File: config.mk
export PLATFORM = sky130hd
export DESIGN_NAME = instr_prefetch_flat
export DESIGN_NICKNAME = d
export VERILOG_FILES = /design/src/rtl/instr_prefetch_if.sv /design/src/rtl/instr_prefetch.sv /design/src/flat_wrapper.sv
export SDC_FILE = /design/constraint.sdc
export NUM_CORES = 1
export LEC_CHECK = 0
export CORE_ASPECT_RATIO = 0.5
export CORE_MARGIN = 2
export CORE_UTILIZATION = 42
export CTS_BUF_LIST = sky130_fd_sc_hd__clkbuf_16
export DETAILED_ROUTE_END_ITERATION = 16
export PLACE_DENSITY = 0.6
export SLEW_MARGIN = 5
export SYNTH_ARGS = -nofsm -noshare
export SYNTH_HDL_FRONTEND = slang
export SYNTH_SLANG_ARGS = --single-unit
File: constraint.sdc
create_clock -name clk -period 6.6 [get_ports clk]
set_input_delay 0.99 -clock clk [delete_from_list [all_inputs] [get_ports clk]]
set_output_delay 0.99 -clock clk [all_outputs]
set_load 0.01 [all_outputs]
File: src/rtl/instr_prefetch_if.sv
// Instruction-fetch bus: memory request/response channel plus the decode-side handshake.
interface instr_prefetch_if #(
    parameter int unsigned XLEN = 32
);
    logic            imem_req_valid;
    logic            imem_req_ready;
    logic [XLEN-1:0] imem_req_addr;
    logic            imem_rsp_valid;
    logic [XLEN-1:0] imem_rsp_data;
    logic            instr_valid;
    logic            instr_ready;
    logic [XLEN-1:0] instr_data;
    logic [XLEN-1:0] instr_pc;

    modport master (
        output imem_req_valid, imem_req_addr, instr_valid, instr_data, instr_pc,
        input  imem_req_ready, imem_rsp_valid, imem_rsp_data, instr_ready
    );

    modport slave (
        input  imem_req_valid, imem_req_addr, instr_valid, instr_data, instr_pc,
        output imem_req_ready, imem_rsp_valid, imem_rsp_data, instr_ready
    );
endinterface

File: src/rtl/instr_prefetch.sv
// Prefetching fetch stage: credit-limited request issue, PC tag FIFO and DEPTH-entry queue.
// Optional macro IF_PERF_CNT_EN adds saturating flush/stall performance counters.
module instr_prefetch #(
    parameter int unsigned     XLEN     = 32,
    parameter int unsigned     PC_INC   = 4,
    parameter logic [XLEN-1:0] RESET_PC = '0,
    parameter int unsigned     DEPTH    = 4
) (
    input  logic                       clk,
    input  logic                       rst_n,
    input  logic                       halt,
    input  logic                       branch_en,
    input  logic [XLEN-1:0]            branch_addr,
    output logic                       branch_taken,
    instr_prefetch_if.master           bus,
    output logic [$clog2(DEPTH):0]     q_count
`ifdef IF_PERF_CNT_EN
    ,
    output logic [31:0]                perf_flush_cnt,
    output logic [31:0]                perf_stall_cnt
`endif
);
    localparam int unsigned AW = $clog2(DEPTH);
    localparam int unsigned CW = AW + 1;

    typedef enum logic {FETCH, HALTED} state_t;

    state_t          state;
    logic [XLEN-1:0] fetch_pc;
    logic [CW-1:0]   outstanding;
    logic [CW-1:0]   drop_cnt;
    logic [AW-1:0]   tag_wptr, tag_rptr, q_wptr, q_rptr;
    logic [XLEN-1:0] tag_mem  [DEPTH];
    logic [XLEN-1:0] pc_mem   [DEPTH];
    logic [XLEN-1:0] data_mem [DEPTH];

    logic credit_ok, req_valid, accept, rsp, drop, push, pop, head_valid;

    // Credit covers both buffered entries and every in-flight fetch, including ones to be dropped.
    assign credit_ok  = ({1'b0, outstanding} + {1'b0, q_count}) < (CW + 1)'(DEPTH);
    assign req_valid  = rst_n & (state == FETCH) & ~halt & credit_ok & ~branch_en;
    assign accept     = req_valid & bus.imem_req_ready;
    assign rsp        = bus.imem_rsp_valid;
    assign drop       = rsp & (drop_cnt != '0);
    assign push       = rsp & ~drop & ~branch_en;
    assign head_valid = (q_count != '0);
    assign pop        = head_valid & bus.instr_ready & ~branch_en;

    assign bus.imem_req_valid = req_valid;
    assign bus.imem_req_addr  = fetch_pc;
    assign bus.instr_valid    = head_valid;
    assign bus.instr_pc       = head_valid ? pc_mem[q_rptr]   : '0;
    assign bus.instr_data     = head_valid ? data_mem[q_rptr] : '0;

    always_ff @(posedge clk or negedge rst_n) begin
        if (!rst_n) begin
            state        <= FETCH;
            branch_taken <= 1'b0;
            fetch_pc     <= RESET_PC;
            outstanding  <= '0;
            drop_cnt     <= '0;
            q_count      <= '0;
            tag_wptr     <= '0;
            tag_rptr     <= '0;
            q_wptr       <= '0;
            q_rptr       <= '0;
        end else begin
            state        <= halt ? HALTED : FETCH;
            branch_taken <= branch_en;
            outstanding  <= outstanding + CW'(accept) - CW'(rsp);
            if (branch_en) begin
                // Everything still in flight becomes stale; a response this cycle is already gone.
                fetch_pc <= branch_addr;
                drop_cnt <= outstanding - CW'(rsp);
                q_count  <= '0;
                tag_wptr <= '0;
                tag_rptr <= '0;
                q_wptr   <= '0;
                q_rptr   <= '0;
            end else begin
                if (accept) begin
                    fetch_pc <= fetch_pc + XLEN'(PC_INC);
                    tag_wptr <= tag_wptr + 1'b1;
                end
                if (drop)
                    drop_cnt <= drop_cnt - 1'b1;
                if (push) begin
                    tag_rptr <= tag_rptr + 1'b1;
                    q_wptr   <= q_wptr + 1'b1;
                end
                if (pop)
                    q_rptr <= q_rptr + 1'b1;
                q_count <= q_count + CW'(push) - CW'(pop);
            end
        end
    end

    always_ff @(posedge clk) begin
        if (accept)
            tag_mem[tag_wptr] <= fetch_pc;
        if (push) begin
            pc_mem[q_wptr]   <= tag_mem[tag_rptr];
            data_mem[q_wptr] <= bus.imem_rsp_data;
        end
    end

`ifdef IF_PERF_CNT_EN
    logic stall;
    assign stall = (state == FETCH) & ~halt & (~req_valid | ~bus.imem_req_ready);

    always_ff @(posedge clk or negedge rst_n) begin
        if (!rst_n) begin
            perf_flush_cnt <= '0;
            perf_stall_cnt <= '0;
        end else begin
            if (branch_en && perf_flush_cnt != '1)
                perf_flush_cnt <= perf_flush_cnt + 1'b1;
            if (stall && perf_stall_cnt != '1)
                perf_stall_cnt <= perf_stall_cnt + 1'b1;
        end
    end
`endif

endmodule

File: src/flat_wrapper.sv
// flat-port wrapper written by rule: the top's interface ports become plain ports
module instr_prefetch_flat 
#(
    parameter int unsigned     XLEN     = 32,
    parameter int unsigned     PC_INC   = 4,
    parameter logic [XLEN-1:0] RESET_PC = '0,
    parameter int unsigned     DEPTH    = 4
)
  (clk, rst_n, halt, branch_en, branch_addr, branch_taken, q_count, bus_imem_req_valid, bus_imem_req_addr, bus_instr_valid, bus_instr_data, bus_instr_pc, bus_imem_req_ready, bus_imem_rsp_valid, bus_imem_rsp_data, bus_instr_ready);
  instr_prefetch_if #(.XLEN(XLEN)) bus_i ();
  input  logic clk;
  input  logic rst_n;
  input  logic halt;
  input  logic branch_en;
  input  logic [XLEN-1:0] branch_addr;
  output logic branch_taken;
  output logic [$clog2(DEPTH):0] q_count;
  output wire logic [$bits(bus_i.imem_req_valid)-1:0] bus_imem_req_valid;
  output wire logic [$bits(bus_i.imem_req_addr)-1:0] bus_imem_req_addr;
  output wire logic [$bits(bus_i.instr_valid)-1:0] bus_instr_valid;
  output wire logic [$bits(bus_i.instr_data)-1:0] bus_instr_data;
  output wire logic [$bits(bus_i.instr_pc)-1:0] bus_instr_pc;
  input wire logic [$bits(bus_i.imem_req_ready)-1:0] bus_imem_req_ready;
  input wire logic [$bits(bus_i.imem_rsp_valid)-1:0] bus_imem_rsp_valid;
  input wire logic [$bits(bus_i.imem_rsp_data)-1:0] bus_imem_rsp_data;
  input wire logic [$bits(bus_i.instr_ready)-1:0] bus_instr_ready;
  assign bus_imem_req_valid = bus_i.imem_req_valid;
  assign bus_imem_req_addr = bus_i.imem_req_addr;
  assign bus_instr_valid = bus_i.instr_valid;
  assign bus_instr_data = bus_i.instr_data;
  assign bus_instr_pc = bus_i.instr_pc;
  assign bus_i.imem_req_ready = bus_imem_req_ready;
  assign bus_i.imem_rsp_valid = bus_imem_rsp_valid;
  assign bus_i.imem_rsp_data = bus_imem_rsp_data;
  assign bus_i.instr_ready = bus_instr_ready;
  instr_prefetch #(.XLEN(XLEN), .PC_INC(PC_INC), .RESET_PC(RESET_PC), .DEPTH(DEPTH)) u_core (.clk(clk), .rst_n(rst_n), .halt(halt), .branch_en(branch_en), .branch_addr(branch_addr), .branch_taken(branch_taken), .bus(bus_i), .q_count(q_count));
endmodule
==> run summary, run 1 <==
Worst-margin pin slew: 1.27 ns
Die Ht: 147 µm
Largest net degree at the start of global routing: 68
Worst hold start: u_core.bus.imem_req_addr[0]
Global-route wire length before repair: 57.1 mm
Met2 GRT Util: 29.4%
Internal Power: 5.38 mW
Syn avg cell area: 19.3 µm²
Sequential element share of the synthesized area: 74.1%
CORE AREA: 40,500 µm²
I/O pin count: 173
Register share of total power: 45.8%
Clk Latency, worst-skew pair: 0.54 ns
Maximum clock insertion buffer count: 3
Sum of negative setup slack: 0 ns
Peak supply drop: 0.186 mV
Commonest non-fill, non-tap cell in the layout: edfxtp_1
Reg2Reg Capture Point: u_core.tag_mem[0][16]
Yosys reg bits: 435
Hold Path Class: reg2reg
Initial core utilization: 42.7%
Worst r2r src: u_core.q_count[2]
Setup violators final: 0
Dpl ws: 2.06 ns
Worst setup EP type: output port
Post-route ant nets: 0
Hpwl dp: 22.3 mm
Crit-path max FO: 45
Mapped Area: 17,300 µm²
Part of the power in combinational logic: 21.5%
Critical Path RT: 5.61 ns
Drt drc: 0
Cell type with the largest total area after synthesis: edfxtp_1
Clock root buffer: clkbuf_16
Hold Path Depth: 0
Power density over the cells: 347 nW/µm²
Drt total wl: 37.1 mm
GPL Wtd Cong: 0.777
Resized cells post-CTS: 0
Row count: 52
Fin. Hold Viols: 0
Routed WL per cell: 22.5 µm
Top post-synthesis cells by area: edfxtp_1 (67%), mux4_2 (13%), dfrtp_1 (7.4%)
DIE WIDTH: 291 µm
Post-route clock skew: 0.0177 ns
Fmax: 0.228 GHz
Final setup margin: 2.22 ns
Syn-to-layout area delta: 21.2%
Clock network fraction of design power: 32.7%
R2R setup slack: 3.14 ns
GR Layer Usage met3: 3.04%
Leakage power: 6.86 nW
Switch Pwr: 1.89 mW
Post-DP Area: 19,600 µm²
Detailed Routing Iterations Pass 1: 6
Num CTS Buffers: 40
Final net count: 1,174
Final Max Slew Viols: 0
Reg2Reg Depth: 7
Post-CTS Hold Fix Bufs: 0
CP Data Arrival Time: 3.39 ns
Async set-reset flop share out of synthesis: 11.7%
Critical path type: reg2out
Worst Hold End: u_core.tag_mem[3][0]
Grt ovf: 0
Netlist cell types: 49
CTS H-tree depth: 2
GRT Util Overall: 17.6%
CP Launch Type: flip-flop
Final worst-path cycle share: 66.4%
Most used routing layer: met2
Design area: 21,000 µm²
Clock sink total: 435
Commonest non-fill, non-tap cells in the layout: edfxtp_1 (384), clkdlybuf4s50_1 (170), mux4_2 (96), and2_1 (68), dfrtp_1 (48)
Vias per cell: 5.35
Vias in the first global route: 9,418
Worst-path clk slew: 0.06 ns
Via count: 8,840
Starting DRC count in detailed routing: 681
RSZ-0062 raised after global routing: false
Die area: 42,900 µm²
Mapped Nets: 989
Top FF cell, synth: edfxtp_1
Synth Warn #: 0
Net Sw Frac: 26.0%
Met1 Use GR: 24.3%
Max-slew headroom: 15.2%
Post-CTS Setup Inserts: 0
Minimum clock period: 4.38 ns
# diodes: 0
Max-cap viol count: 0
Cells after Synth: 897
PortBufs: 172
EDFF count, synth: 384
Outcome: complete, no violations
TritonCTS clock tree: built
Share of layout cells above drive strength 1: 17.5%
Initial antenna violation count: 0
Top cell type's share of synthesized area: 66.7%
critical path, stage by stage (launching register included):
cell	delay (ns)
dfrtp_4	1.05
buf_4	0.54
mux4_2	0.57
and2_1	0.18
clkdlybuf4s50_1	0.47
how the worst max path moves through the flow:
stage,startpoint,to,slack (ns),depth (start not counted)
global placement,rst_n,u_core.tag_mem[0][18],2.19,8
finish,u_core.q_rptr[0],bus_instr_pc[18],2.22,4
detailed placement,rst_n,u_core.tag_mem[1][21],2.06,8
CTS,u_core.q_rptr[0],bus_instr_pc[18],2.05,4
global route,u_core.q_rptr[0],bus_instr_pc[20],1.94,4
floorplan,branch_en,u_core.data_mem[0][0],3.07,4
sequential cells by signal, summed over array words and instances, names as in the netlist:
| signal | cells |
|---|---|
| u_core.tag_wptr | 2 |
| u_core.pc_mem | 128 |
| u_core.bus.imem_req_addr | 32 |
| u_core.state | 1 |
| u_core.q_count | 3 |
| u_core.q_rptr | 2 |
| u_core.branch_taken | 1 |
| u_core.tag_rptr | 2 |
| u_core.data_mem | 128 |
| u_core.outstanding | 3 |
| u_core.q_wptr | 2 |
| u_core.tag_mem | 128 |
| u_core.drop_cnt | 3 |
through the flow:
step	total power, mW	instances	hold WS [ns]	utilization (%)
floorplan	4.19	897	0.514	-
global placement	4.97	1580	0.538	48.4
detailed placement	4.99	1580	0.554	48.4
CTS	7.37	1653	0.567	51.7
global route	7.60	1653	0.596	51.7
finish	7.27	1653	0.561	51.7
synth_stat cells, drive strengths merged (3+ instances only):
cell,instances
edfxtp,384
ha,19
xnor2,6
a21oi,6
nor2,28
nor3,6
clkbuf,20
dfrtp,51
xor2,10
nor4,6
nand2,42
nor2b,5
mux2i,5
mux4,96
o21ai,25
nand4,13
o311ai,9
and2,72
a221o,4
nand3,16
buf,22
inv,17
mux2,4
o211ai,5
nand2b,3
area by class of cell:
cell class | instances | area, µm²
fillers | 3246 | 19600
flip-flops and latches | 435 | 12800
multi-input cells | 403 | 4240
repair buffers | 185 | 1810
clock buffers | 41 | 1030
well taps | 540 | 676
clock inverters | 32 | 319
inverters | 17 | 63.8
cell families after synthesis:
| family | Yosys count | share of synthesized area, % |
|---|---|---|
| muxes | 105 | 13.1 |
| AOI/OAI and AO/OA | 59 | 2.25 |
| and+or+nand+nor | 202 | 6.74 |
| xor gates and xnor gates | 16 | 0.810 |
| adders and majority gates | 21 | 1.61 |
| buffers and inverters | 59 | 1.48 |
| DFF | 435 | 74.1 |
power groups by stage:
stage	registers, mW	logic, mW	clock network (mW)
detailed placement	3.40	1.59	0
global route	3.36	1.69	2.55
global placement	3.40	1.58	0
CTS	3.34	1.59	2.44
finish	3.33	1.56	2.38
floorplan	3.27	0.913	0
per-layer routing:
layer	up-vias	routed length [µm]
li1	3941	-
met5	-	0
met4	0	729
met1	4635	16500
met3	49	1650
met2	215	18200
No activity file was read; power rests on OpenSTA's default activity.
==> inputs of run 2 (changes only) <==
PLACE_DENSITY = 0.62   (was 0.6)
clock period = 3.73 ns   (was 6.6 ns; I/O delays follow)
==> run 2 against run 1 <==
Effect of this change: final area grew 0.51%; worst setup slack worse by 1.9 ns; via count down 1.1%; critical path depth stayed put; die area did not move; flip-flop and latch count unchanged; global-route usage is 0.33 points lower; sequential power is 74% higher; utilization grew 0.26 points; largest power group unchanged.
==> run summary, run 2 (same netlist as run 1, synthesis figures left out) <==
Final Max Slew Viols: 0 (unchanged)
GPL Wtd Cong: 0.761 (-2.1%)
Commonest non-fill, non-tap cell in the layout: edfxtp_1
Leakage power: 6.90 nW (+0.55%)
PortBufs: 172 (unchanged)
DIE WIDTH: 291 µm (unchanged)
Minimum clock period: 3.42 ns
Clock sink total: 435 (unchanged)
Fillcell total: 3,183 (-1.9%)
GRT Util Overall: 17.3% (-0.33 points)
Largest net degree at the start of global routing: 65 (-4.4%)
Final setup margin: 0.311 ns (-1.90 ns)
Hpwl dp: 23.6 mm (+6.0%)
Clock root buffer: clkbuf_16
Power density over the cells: 607 nW/µm² (+75%)
Vias per cell: 5.27 (-1.5%)
Placed cells: 1,590 (+0.63%)
Dpl ws: 0.664 ns (-1.40 ns)
Outcome: complete, no violations
Initial antenna violation count: 0 (unchanged)
Final worst-path cycle share: 91.7%
Detailed Routing Iterations Pass 1: 5 (-1)
TritonCTS clock tree: built
Fin. Hold Viols: 0 (unchanged)
Num CTS Buffers: 40 (unchanged)
Post-Layout Cell Count: 1,661 (+0.48%)
Fmax: 0.292 GHz
Via count: 8,746 (-1.1%)
Routed WL per cell: 22.2 µm (-1.1%)
Peak supply drop: 0.351 mV (+89%)
Die area: 42,900 µm² (unchanged)
Resized cells post-CTS: 0 (unchanged)
Hold Path Class: in2async
I/O pin count: 173 (unchanged)
Sum of negative setup slack: 0 ns (unchanged)
Worst setup EP type: output port
Slowest CP cell: or3_2
Global-route wire length before repair: 56.1 mm (-1.8%)
Die Ht: 147 µm (unchanged)
Critical path type: reg2out
Grt ovf: 0 (unchanged)
Maximum clock insertion buffer count: 3 (unchanged)
Post-route clock skew: 0.0169 ns (-0.000824 ns)
Clk Latency, worst-skew pair: 0.53 ns (about the same)
Drt drc: 0 (unchanged)
Share of layout cells above drive strength 1: 17.8% (+0.32 points)
Worst-margin pin slew: 0.820 ns (-0.446 ns)
Critical Path RT: 3.17 ns (-2.44 ns)
Vias in the first global route: 9,041 (-4.0%)
CP top delay family: simple AND/OR/NAND/NOR gates
CTS H-tree depth: 2 (unchanged)
Worst-path clk slew: 0.07 ns (about the same)
Post-CTS Setup Inserts: 0 (unchanged)
CORE AREA: 40,500 µm² (unchanged)
Worst path max stage delay: 0.80 ns (-0.25 ns)
Crit path cell chain: or3_2, buf_4, and2_1, clkdlybuf4s50_1
Leading registers by flop count: u_core.data_mem: 128 flops, u_core.pc_mem: 128 flops, u_core.tag_mem: 128 flops
Commonest non-fill, non-tap cells in the layout: edfxtp_1 (384), clkdlybuf4s50_1 (170), mux4_2 (96), and2_1 (68), dfrtp_1 (48)
Row count: 52 (unchanged)
Post-CTS Hold Fix Bufs: 0 (unchanged)
Syn-to-layout area delta: 21.8%
Final hold slack: 0.220 ns (-0.341 ns)
Final Util: 52.0% (+0.26 points)
Starting DRC count in detailed routing: 604 (-11%)
Max-cap viol count: 0 (unchanged)
# diodes: 0 (unchanged)
RSZ-0062 raised after global routing: false
Initial core utilization: 42.7% (unchanged)
Setup violators final: 0 (unchanged)
CP Data Arrival Time: 2.86 ns (-0.53 ns)
Drt total wl: 36.9 mm (-0.64%)
CP Launch Type: flip-flop
CP bufs+invs: 2 (unchanged)
Final net count: 1,184 (+0.85%)
Crit-path max FO: 35 (-22%)
Max-slew headroom: 45.1% (+30 points)
Post-route ant nets: 0 (unchanged)
## run 2: where the power goes
part	internal, mW	leakage [nW]	total (mW)	switching (mW)
sequential	5.55	4.09	5.81	0.267
clock	2.34	0.650	4.06	1.72
combinational	1.60	2.16	2.91	1.31
## run 2: final cells by class
type                            instances  area [µm²]  share of cell area [%]
Tap cell                              540         676                    3.21
Timing Repair Buffer                  195        1970                    9.36
Clock buffer                           41        1030                    4.87
Clock inverter                         30         263                    1.25
Multi-Input combinational cell        403        4240                    20.1
Sequential cell                       435       12800                    60.9
Inverter                               17        63.8                   0.303
## run 2: final timing paths
path / start / to / slack [ns] / cells past startpoint
max: u_core.q_count[1] / bus_instr_pc[11] / 0.31 / 4
min: rst_n / u_core.bus.imem_req_addr[10] / 0.22 / 2
max reg2reg: u_core.q_count[1] / u_core.q_count[2] / 0.84 / 10
min reg2reg: u_core.bus.imem_req_addr[0] / u_core.tag_mem[2][0] / 0.56 / 0
max in group asynchronous: rst_n / u_core.q_rptr[1] / 2.93 / 2
min in group clk: branch_en / u_core.branch_taken / 0.33 / 1
## run 2: metrics by stage
stage               power, mW  area [µm²]
floorplan                7.41       17300
global placement         8.85       19800
detailed placement       8.90       19800
CTS                      13.0       21100
global route             13.4       21100
finish                   12.8       21100
## run 2: layer usage
metal	GRT usage, %	share of wire (%)	vias to the layer above
met1	24.5	45	4545
met4	3.94	1.7	0
met5	0	0	-
met3	3.05	4.9	51
met2	28.3	48	188
li1	-	-	3962
==> inputs of run 3 (changes only) <==
SETUP_SLACK_MARGIN = 0.15   (was not set)
TNS_END_PERCENT = 30   (was not set)
==> run 3 against run 2 <==
Effect of this change: total power about the same; wire length about the same; largest cell class unchanged; die area unchanged; non-clock buffer count unchanged; first-iteration DRC count unchanged; clock skew about the same.
==> run summary, run 3 (same netlist as run 1, synthesis figures left out) <==
Outcome: complete, no violations
Clock network fraction of design power: 31.7% (about the same)
Maximum clock insertion buffer count: 3 (unchanged)
Sum of negative setup slack: 0 ns (unchanged)
Fmax: 0.303 GHz (+3.5%)
Critical Path RT: 3.17 ns (about the same)
Hpwl dp: 23.6 mm (unchanged)
Commonest non-fill, non-tap cells in the layout: edfxtp_1 (384), clkdlybuf4s50_1 (170), mux4_2 (96), and2_1 (68), dfrtp_1 (48)
Leading registers by flop count: u_core.data_mem: 128 flops, u_core.pc_mem: 128 flops, u_core.tag_mem: 128 flops
CORE AREA: 40,500 µm² (unchanged)
Clock sink total: 435 (unchanged)
Setup violators final: 0 (unchanged)
Fin. Hold Viols: 0 (unchanged)
Drt drc: 0 (unchanged)
Internal Power: 9.49 mW (about the same)
Share of layout cells above drive strength 1: 17.8% (unchanged)
Largest net degree at the start of global routing: 65 (unchanged)
Post-route ant nets: 0 (unchanged)
Post-Layout Cell Count: 1,661 (unchanged)
Hold Path Class: in2async
Vias per cell: 5.27 (unchanged)
Via count: 8,746 (unchanged)
Clock root buffer: clkbuf_16
Critical path type: reg2out
# diodes: 0 (unchanged)
Worst-path clk slew: 0.07 ns (about the same)
Post-CTS Setup Inserts: 0 (unchanged)
Peak supply drop: 0.351 mV (about the same)
GPL Wtd Cong: 0.761 (unchanged)
Post-route clock skew: 0.0172 ns (+0.000313 ns)
Slowest CP cell: dfrtp_4
CP Launch Type: flip-flop
DIE WIDTH: 291 µm (unchanged)
Worst-margin pin slew: 0.842 ns (+0.0219 ns)
CP Data Arrival Time: 2.74 ns (-0.12 ns)
Part of the power in combinational logic: 22.8% (about the same)
Vias in the first global route: 9,041 (unchanged)
Starting DRC count in detailed routing: 604 (unchanged)
Detailed Routing Iterations Pass 1: 5 (unchanged)
Worst path max stage delay: 0.68 ns (-0.12 ns)
Worst setup EP type: output port
Global-route wire length before repair: 56.1 mm (unchanged)
Initial core utilization: 42.7% (unchanged)
Grt ovf: 0 (unchanged)
Clk Latency, worst-skew pair: 0.53 ns (about the same)
Crit-path max FO: 23 (-34%)
Routed WL per cell: 22.2 µm (about the same)
Net Sw Frac: 25.8% (about the same)
CP bufs+invs: 2 (unchanged)
Fillcell total: 3,182 (-0.031%)
Row count: 52 (unchanged)
Leakage power: 6.90 nW (about the same)
Minimum clock period: 3.30 ns (-0.116 ns)
Power density over the cells: 607 nW/µm² (about the same)
Initial antenna violation count: 0 (unchanged)
Drt total wl: 36.9 mm (about the same)
Die Ht: 147 µm (unchanged)
Num CTS Buffers: 40 (unchanged)
Syn-to-layout area delta: 21.8% (about the same)
Switch Pwr: 3.29 mW (about the same)
Final worst-path cycle share: 88.5% (-3.1 points)
GRT Util Overall: 17.3% (unchanged)
I/O pin count: 173 (unchanged)
CP top delay family: buffers and inverters
TritonCTS clock tree: built
Max-slew headroom: 43.6% (-1.5 points)
PortBufs: 172 (unchanged)
Post-CTS Hold Fix Bufs: 0 (unchanged)
Commonest non-fill, non-tap cell in the layout: edfxtp_1
Max-cap viol count: 0 (unchanged)
Die area: 42,900 µm² (unchanged)
RSZ-0062 raised after global routing: false
Register share of total power: 45.5% (about the same)
Final Max Slew Viols: 0 (unchanged)
Crit path cell chain: buf_12, mux4_2, and2_1, clkdlybuf4s50_1
Placed cells: 1,590 (unchanged)
Resized cells post-CTS: 0 (unchanged)
CTS H-tree depth: 2 (unchanged)
Final net count: 1,184 (unchanged)
-- run 3: cell counts in the layout (fill, tap and decap cells not counted) --
No cell type changed its count.
-- run 3: metal layers --
metal | wire (µm) | track usage, % | vias to the layer above | share of wire (%)
met4 | 611 | 3.94 | 0 | 1.7
met2 | 17800 | 28.3 | 184 | 48
met1 | 16700 | 24.5 | 4548 | 45
met3 | 1740 | 3.05 | 51 | 4.7
met5 | 0 | 0 | - | 0
li1 | - | - | 3963 | -
-- run 3: power groups by stage --
stage | logic, mW | clock network, mW | registers (mW)
3_3_place_gp | 2.94 | 0 | 5.91
2_1_floorplan | 1.62 | 0 | 5.79
6_report | 2.91 | 4.06 | 5.82
5_1_grt | 3.16 | 4.35 | 5.85
4_1_cts | 2.99 | 4.15 | 5.82
3_5_place_dp | 2.97 | 0 | 5.93
-- run 3: layout make-up --
| type | instances | area, µm² | area share [%] |
|---|---|---|---|
| Sequential cell | 435 | 12800 | 60.9 |
| Multi-Input combinational cell | 403 | 4250 | 20.2 |
| Timing Repair Buffer | 195 | 1970 | 9.36 |
| Clock buffer | 41 | 1030 | 4.87 |
| Tap cell | 540 | 676 | 3.21 |
| Clock inverter | 30 | 263 | 1.25 |
| Inverter | 17 | 63.8 | 0.303 |
-- run 3: through the flow --
step	total power [mW]	setup slack, ns	hold slack [ns]	area, µm²	util [%]
2_1_floorplan	7.41	0.630	0.264	17300	-
3_3_place_gp	8.85	0.720	0.526	19800	48.8
3_5_place_dp	8.90	0.664	0.547	19800	48.8
4_1_cts	13.0	0.254	0.255	21100	52.0
5_1_grt	13.4	0.282	0.282	21100	52.0
6_report	12.8	0.427	0.220	21100	52.0
-- run 3: worst paths after layout --
| path | depth (start not counted) | from | to | slack, ns |
|---|---|---|---|---|
| worst max-delay path | 4 | u_core.q_rptr[0] | bus_instr_data[6] | 0.43 |
| worst min-delay path | 2 | rst_n | u_core.bus.imem_req_addr[10] | 0.22 |
| worst max register to register | 6 | u_core.drop_cnt[0] | u_core.data_mem[1][15] | 1.10 |
| worst min register to register | 0 | u_core.bus.imem_req_addr[0] | u_core.tag_mem[2][0] | 0.56 |
| max in group asynchronous | 2 | rst_n | u_core.q_rptr[1] | 2.93 |
| min in group clk | 1 | branch_en | u_core.branch_taken | 0.33 |
